`config.mk`:
```
export PLATFORM = sky130hd
export DESIGN_NAME = ws2812_frame_ctrl
export DESIGN_NICKNAME = d
export VERILOG_FILES = /design/src/rtl/ws2812_pkg.sv /design/src/rtl/ws2812_pixel_ram.sv /design/src/rtl/ws2812_frame_ctrl.sv
export SDC_FILE = /design/constraint.sdc
export NUM_CORES = 1
export LEC_CHECK = 0
export CORE_MARGIN = 2
export CORE_UTILIZATION = 47
export CTS_BUF_LIST = sky130_fd_sc_hd__clkbuf_8
export DETAILED_ROUTE_END_ITERATION = 8
export PLACE_DENSITY = 0.61
export SKIP_LAST_GASP = 1
export SYNTH_ARGS = -nofsm -noshare
export SYNTH_HDL_FRONTEND = slang
export SYNTH_SLANG_ARGS = --single-unit
```
`constraint.sdc`:
```
create_clock -name clk_i -period 7.07 [get_ports clk_i]
set_input_delay 1.414 -clock clk_i [delete_from_list [all_inputs] [get_ports clk_i]]
set_output_delay 1.414 -clock clk_i [all_outputs]
set_load 0.01 [all_outputs]
```
`src/rtl/ws2812_pkg.sv`:
```
// ---------------------------------------------------------------------------
// ws2812_pkg
// Shared types and helpers for the ws2812 frame controller slice.
//   state_t        : frame scheduler states
//   pixel_t        : one packed pixel, {green, red, blue}
//   *_LSB          : bit offsets of each colour inside a packed pixel
//   refresh_cycles : clock cycles between periodic re-sends
//   scale_colour   : brightness scaling used when
//                    WS2812_FRAME_CTRL_BRIGHTNESS_EN is defined
// ---------------------------------------------------------------------------
package ws2812_pkg;

    typedef enum logic [1:0] {
        IDLE,
        START,
        WAIT_BUSY,
        WAIT_DONE
    } state_t;

    typedef struct packed {
        logic [7:0] g;
        logic [7:0] r;
        logic [7:0] b;
    } pixel_t;

    localparam int COLOUR_W  = 8;
    localparam int GREEN_LSB = 16;
    localparam int RED_LSB   = 8;
    localparam int BLUE_LSB  = 0;

    // A zero or negative rate would divide by zero; fall back to one cycle.
    function automatic int refresh_cycles(input int sys_clk, input int hz);
        int cycles;
        cycles = (hz > 0) ? (sys_clk / hz) : 1;
        return (cycles < 1) ? 1 : cycles;
    endfunction

    // (raw * (brightness + 1)) >> 8; brightness 255 returns raw unchanged.
    // The product never exceeds 255 * 256, so 16 bits hold it exactly.
    function automatic logic [7:0] scale_colour(input logic [7:0] raw,
                                                input logic [7:0] brightness);
        logic [15:0] prod;
        prod = 16'(raw) * (16'(brightness) + 16'd1);
        return 8'(prod >> 8);
    endfunction

endpackage

```
`src/rtl/ws2812_pixel_ram.sv`:
```
// ---------------------------------------------------------------------------
// ws2812_pixel_ram
// Simple dual-port pixel store holding both banks. The bank select is the
// MSB of each address, so the caller forms {bank, index}.
// Ports:
//   clk_i, reset_ni : clock, asynchronous active-low reset (read register only)
//   wr_en_i         : write strobe
//   wr_addr_i       : {bank, index} write address
//   wr_data_i       : pixel to store
//   rd_en_i         : read strobe; read data updates the following cycle
//   rd_addr_i       : {bank, index} read address
//   rd_data_o       : registered read data, holds when rd_en_i is low
// ---------------------------------------------------------------------------
module ws2812_pixel_ram
    import ws2812_pkg::*;
#(
    parameter int ADDR_W = 3
) (
    input  logic            clk_i,
    input  logic            reset_ni,
    input  logic            wr_en_i,
    input  logic [ADDR_W:0] wr_addr_i,
    input  pixel_t          wr_data_i,
    input  logic            rd_en_i,
    input  logic [ADDR_W:0] rd_addr_i,
    output pixel_t          rd_data_o
);

    // Sized by the full {bank, index} space so a non power-of-two LED count
    // still maps bank 1 without aliasing; equals 2*NUM_LEDS otherwise.
    localparam int DEPTH = 2 ** (ADDR_W + 1);

    pixel_t mem [DEPTH];

    // Storage array is deliberately left unreset so it maps onto block RAM.
    always_ff @(posedge clk_i) begin
        if (wr_en_i) begin
            mem[wr_addr_i] <= wr_data_i;
        end
    end

    // Only the read register is reset, which is what gives the serializer
    // zero colour data straight after reset.
    always_ff @(posedge clk_i or negedge reset_ni) begin
        if (!reset_ni) begin
            rd_data_o <= '0;
        end else if (rd_en_i) begin
            rd_data_o <= mem[rd_addr_i];
        end
    end

endmodule

```
`src/rtl/ws2812_frame_ctrl.sv`:
```
// ---------------------------------------------------------------------------
// ws2812_frame_ctrl
// Frame scheduler and double-buffered pixel store in front of the ws2812
// serializer. The host fills the back bank and commits; banks swap only
// while idle, so a frame in flight never sees mixed data.
// Ports:
//   clk_i, reset_ni          : clock, asynchronous active-low reset
//   wr_en_i/wr_addr_i/wr_data_i : host pixel write into the back bank
//   commit_i                 : back bank complete, swap at next frame boundary
//   refresh_en_i             : re-send the front bank periodically
//   led_count_i              : LEDs per frame (0 swaps banks but sends nothing)
//   drv_start_o              : one-cycle start pulse to the serializer
//   drv_busy_i               : serializer busy
//   drv_data_request_i/drv_address_i : serializer pixel fetch
//   drv_red_o/drv_green_o/drv_blue_o : pixel data, valid the cycle after a request
//   drv_led_count_o          : LED count latched for the current frame
//   commit_pending_o         : a commit is waiting for a swap
//   frame_count_o            : completed frames, wraps
//   brightness_i             : only with WS2812_FRAME_CTRL_BRIGHTNESS_EN
// Build option: define WS2812_FRAME_CTRL_BRIGHTNESS_EN to scale colours.
// ---------------------------------------------------------------------------
module ws2812_frame_ctrl
    import ws2812_pkg::*;
#(
    parameter int NUM_LEDS     = 8,
    parameter int SYSTEM_CLOCK = 50_000_000,
    parameter int REFRESH_HZ   = 30,
    localparam int ADDR_W      = (NUM_LEDS > 1) ? $clog2(NUM_LEDS) : 1
) (
    input  logic              clk_i,
    input  logic              reset_ni,
    input  logic              wr_en_i,
    input  logic [ADDR_W-1:0] wr_addr_i,
    input  logic [23:0]       wr_data_i,
    input  logic              commit_i,
    input  logic              refresh_en_i,
    input  logic [ADDR_W-1:0] led_count_i,
`ifdef WS2812_FRAME_CTRL_BRIGHTNESS_EN
    input  logic [7:0]        brightness_i,
`endif
    output logic              drv_start_o,
    input  logic              drv_busy_i,
    input  logic              drv_data_request_i,
    input  logic [ADDR_W-1:0] drv_address_i,
    output logic [7:0]        drv_red_o,
    output logic [7:0]        drv_green_o,
    output logic [7:0]        drv_blue_o,
    output logic [ADDR_W-1:0] drv_led_count_o,
    output logic              commit_pending_o,
    output logic [15:0]       frame_count_o
);

    localparam int          REFRESH_CYCLES = refresh_cycles(SYSTEM_CLOCK, REFRESH_HZ);
    localparam logic [31:0] REFRESH_LAST   = 32'(REFRESH_CYCLES - 1);
    localparam logic [ADDR_W:0] LED_LIMIT  = (ADDR_W + 1)'(NUM_LEDS);

    state_t      state;
    logic        front;
    logic        pending;
    logic [31:0] refresh_cnt;
    logic        refresh_expired;
    logic        swap;
    logic        wr_in_range;
    logic        rd_in_range;
    logic        rd_valid;
    pixel_t      rd_pixel;
    logic [23:0] shown;

    assign refresh_expired  = (refresh_cnt == REFRESH_LAST);
    assign swap             = (state == IDLE) && pending;
    assign commit_pending_o = pending;
    assign wr_in_range      = {1'b0, wr_addr_i} < LED_LIMIT;
    assign rd_in_range      = {1'b0, drv_address_i} < LED_LIMIT;

    ws2812_pixel_ram #(
        .ADDR_W (ADDR_W)
    ) u_ram (
        .clk_i     (clk_i),
        .reset_ni  (reset_ni),
        .wr_en_i   (wr_en_i && wr_in_range),
        .wr_addr_i ({~front, wr_addr_i}),
        .wr_data_i (pixel_t'(wr_data_i)),
        .rd_en_i   (drv_data_request_i),
        .rd_addr_i ({front, drv_address_i}),
        .rd_data_o (rd_pixel)
    );

    // Frame scheduler. The front bank only toggles on the IDLE->START
    // transition, which is what keeps a frame tear-free. A commit landing in
    // the swap cycle re-arms pending because commit_i wins over the clear.
    always_ff @(posedge clk_i or negedge reset_ni) begin
        if (!reset_ni) begin
            state           <= IDLE;
            front           <= 1'b0;
            pending         <= 1'b0;
            refresh_cnt     <= '0;
            frame_count_o   <= '0;
            drv_start_o     <= 1'b0;
            drv_led_count_o <= '0;
        end else begin
            drv_start_o <= 1'b0;
            pending     <= commit_i | (pending & ~swap);
            if (!refresh_expired) begin
                refresh_cnt <= refresh_cnt + 32'd1;
            end
            case (state)
                IDLE: begin
                    if (pending) begin
                        front       <= ~front;
                        refresh_cnt <= '0;
                        state       <= START;
                    end else if (refresh_en_i && refresh_expired) begin
                        refresh_cnt <= '0;
                        state       <= START;
                    end
                end
                START: begin
                    drv_led_count_o <= led_count_i;
                    if (led_count_i == '0) begin
                        state <= IDLE;
                    end else begin
                        drv_start_o <= 1'b1;
                        state       <= WAIT_BUSY;
                    end
                end
                WAIT_BUSY: begin
                    if (drv_busy_i) begin
                        state <= WAIT_DONE;
                    end
                end
                WAIT_DONE: begin
                    if (!drv_busy_i) begin
                        frame_count_o <= frame_count_o + 16'd1;
                        state         <= IDLE;
                    end
                end
                default: state <= IDLE;
            endcase
        end
    end

    // Remember whether the last request addressed a real LED so that
    // out-of-range fetches read back as black and hold like real data.
    always_ff @(posedge clk_i or negedge reset_ni) begin
        if (!reset_ni) begin
            rd_valid <= 1'b0;
        end else if (drv_data_request_i) begin
            rd_valid <= rd_in_range;
        end
    end

    assign shown = rd_valid ? 24'(rd_pixel) : 24'd0;

`ifdef WS2812_FRAME_CTRL_BRIGHTNESS_EN
    assign drv_green_o = scale_colour(shown[GREEN_LSB +: COLOUR_W], brightness_i);
    assign drv_red_o   = scale_colour(shown[RED_LSB   +: COLOUR_W], brightness_i);
    assign drv_blue_o  = scale_colour(shown[BLUE_LSB  +: COLOUR_W], brightness_i);
`else
    assign drv_green_o = shown[GREEN_LSB +: COLOUR_W];
    assign drv_red_o   = shown[RED_LSB   +: COLOUR_W];
    assign drv_blue_o  = shown[BLUE_LSB  +: COLOUR_W];
`endif

endmodule

```
==> results.cfg <==
[logic_synthesis]
ys.flop_type = edfxtp_1
synthTopCellsByArea = edfxtp_1, mux4_2, dfrtp_1, mux2_2, xnor2_1
yosys_warnings = 0
syn_area_per_cell_um2 = 18.80
synthArstFlopShare = 0.1742
syn_inst = 980
synthesis.nets = 1023
yosysTopAreaCellShare = 0.6258
synth_edf_count = 384
ys_ff_latch = 465
synth_top_cell_by_area = edfxtp_1
seq_area_frac_synth = 0.7358
synth_cell_types = 38
synthesis.area_um2 = 18430

[cts]
path_clk_slew_ns = 0.06
tritoncts = built
cts_sinks = 465
clockBufferDepth = 3
hold_buffers = 0
post-cts-setup-buffers = 0
cts_resized = 0
h-tree-depth = 3
cts_buffers = 77
clk-insertion-delay-late_ns = 0.61
clockRootBuffer = clkbuf_8

[route]
vias = 9287
route.detailed.drc = 0
wl_per_cell_um = 23.03
ant_nets = 0
drtIter0Drc = 565
drtPass1Iterations = 4
finalWirelength_mm = 38.94
vias_per_cell = 5.492

[place]
placement.io_buffers = 84
place_inst = 1549
gp_congestion = 0.7547
dp_hpwl_mm = 20.01

[timing]
hold_viol = 0
tightestPinTransition_ns = 1.183
setup_violations = 0
fin_crit_sh = 0.5559
finalMaxSlewViolations = 0
max_freq_ghz = 0.2545
relSlewSlack = 0.2116
clock_skew_ns = 0.01620
fin_crit_ns = 3.930
rsz0062_at_grt = no
setup_tns_ns = 0

[power]
peakVddDrop_mv = 0.1697
p_leak_nw = 7.347
power_density_nw_per_um2 = 296.0

[grt]
use_met1 = 0.2693
grt.met2_usage = 0.3230
busiest_layer = met2
grt_pass1_wl_mm = 59.13
antenna_found_initial = 0
gr-usage-all-layers = 0.1961
grt_max_degree = 70
grtUsageMet3 = 0.03773
overflow = 0
grt_pass1_vias = 9704

[floorplanning]
num_io_pins = 85
initial_core_util = 0.4768
coreArea_um2 = 38650
num_rows = 72
die_height_um = 202
die_x_um = 202
dieArea_um2 = 40800

[cells_and_area]
antennaDiodeCount = 0
n_fill_cell = 3002
final_common_cell = edfxtp_1
fin_util = 0.5534
drive_gt1_frac = 0.2396
final_cell_mix = edfxtp_1, mux4_2, clkbuf_8, dfrtp_1, clkdlybuf4s50_1
stdcell_count = 1691
syn_to_final_growth_pct = 16.07
layout.nets = 1153

[worst_setup_path]
crit_fanout = 25
critPathLaunchType = flop
critical_path_arrival_ns = 2.52
required_ns = 5.66
worstSetupEndpointType = output pin
crit_type = flop to output pin

[run]
max_cap_violations = 0

[status]
status = complete, no violations

[min_path]
hold_class = flop to flop
[kinds of logic (layout without fill, tap and decap cells)]
family,count (synthesis),count (layout),synth area share
AOI/OAI and AO/OA,54,54,0.01847
xor gates and xnor gates,46,46,0.02186
adders and majority gates,3,3,0.002037
buffers and inverters,73,266,0.01813
DFF,465,465,0.7358
muxes,147,147,0.1485
and+or+nand+nor,192,192,0.05521
[path summary, 6_finish.rpt]
kind | endpoint | slack [ns] | cells after the start | startpoint
setup / recovery | drv_green_o[1] | 3.14 | 2 | rd_valid
hold / removal | frame_count_o[15] | 0.46 | 1 | frame_count_o[15]
setup reg to reg | refresh_cnt[1] | 4.43 | 5 | refresh_cnt[24]
hold reg to reg | frame_count_o[15] | 0.46 | 1 | frame_count_o[15]
max in group asynchronous | asynchronous set/reset pin | 5.14 | 2 | reset_ni
min in group asynchronous | u_ram.rd_data_o[1] | 0.73 | 1 | reset_ni
[area by class of cell]
type	instances	area (um2)	share of cell area
Timing Repair Buffer	96	922.1	0.04312
Sequential cell	465	13560	0.6339
Tap cell	518	648.1	0.03030
Multi-Input combinational cell	442	4647	0.2173
Inverter	28	105.1	0.004914
Clock inverter	55	309.0	0.01445
Clock buffer	87	1197	0.05599
[per-stage QoR]
stage	power [mW]	area [um2]	hold slack [ns]	worst slack, ns
after floorplan	3.720	18430	0.4910	3.039
after global placement	4.109	19880	0.4567	3.110
after detailed placement	4.117	19880	0.4591	3.094
after CTS	6.409	21390	0.4694	3.030
after global routing	6.602	21390	0.4767	2.988
final	6.331	21390	0.4613	3.140
[cell usage after synthesis, types with 2 or more instances]
library cell	instances
buf_6	6
xnor2_1	28
or3b_2	2
and3_1	10
nor3_1	14
xor2_1	18
clkbuf_1	26
a22oi_1	24
a21o_1	2
mux2_2	51
nand4_1	14
nor4b_1	2
nand2b_1	6
and2_1	26
and4_1	4
edfxtp_1	384
o21ai_1	16
mux4_2	96
nand2_1	25
dfrtp_1	81
nor2b_1	2
nand3_1	14
o21ai_0	9
inv_1	28
nand3b_1	4
ha_1	3
nor4_1	10
or3_1	2
buf_2	12
nor2_1	53
[per-layer routing]
| metal | wire (um) | share of wire |
|---|---|---|
| met2 | 19250 | 0.49 |
| met1 | 17030 | 0.44 |
| met3 | 1958 | 0.050 |
| met4 | 697 | 0.018 |
| met5 | 0 | 0 |
[power by group]
part	switching (mW)	leakage (nW)	total, mW	internal, mW
Combinational	0.422	1.93	0.793	0.372
Sequential	0.109	4.52	3.26	3.15
Clock	1.04	0.902	2.28	1.24
Total	1.57	7.35	6.33	4.76
[worst max-delay path, cell delays in order (launching register included)]
cell	delay [ns]
dfrtp_1	1.06
and2_1	0.29
clkdlybuf4s50_1	0.55
[sequential cells by signal, indices dropped and copies added, names as in the netlist, named ones only]
| signal | flops |
|---|---|
| u_ram.rd_data_o | 24 |
| refresh_cnt | 32 |
| state | 1 |
| rd_valid | 1 |
| front | 1 |
| drv_led_count_o | 3 |
| frame_count_o | 16 |
| commit_pending_o | 1 |
| drv_start_o | 1 |
| u_ram.mem | 384 |
(Power assumes the default switching activity.)
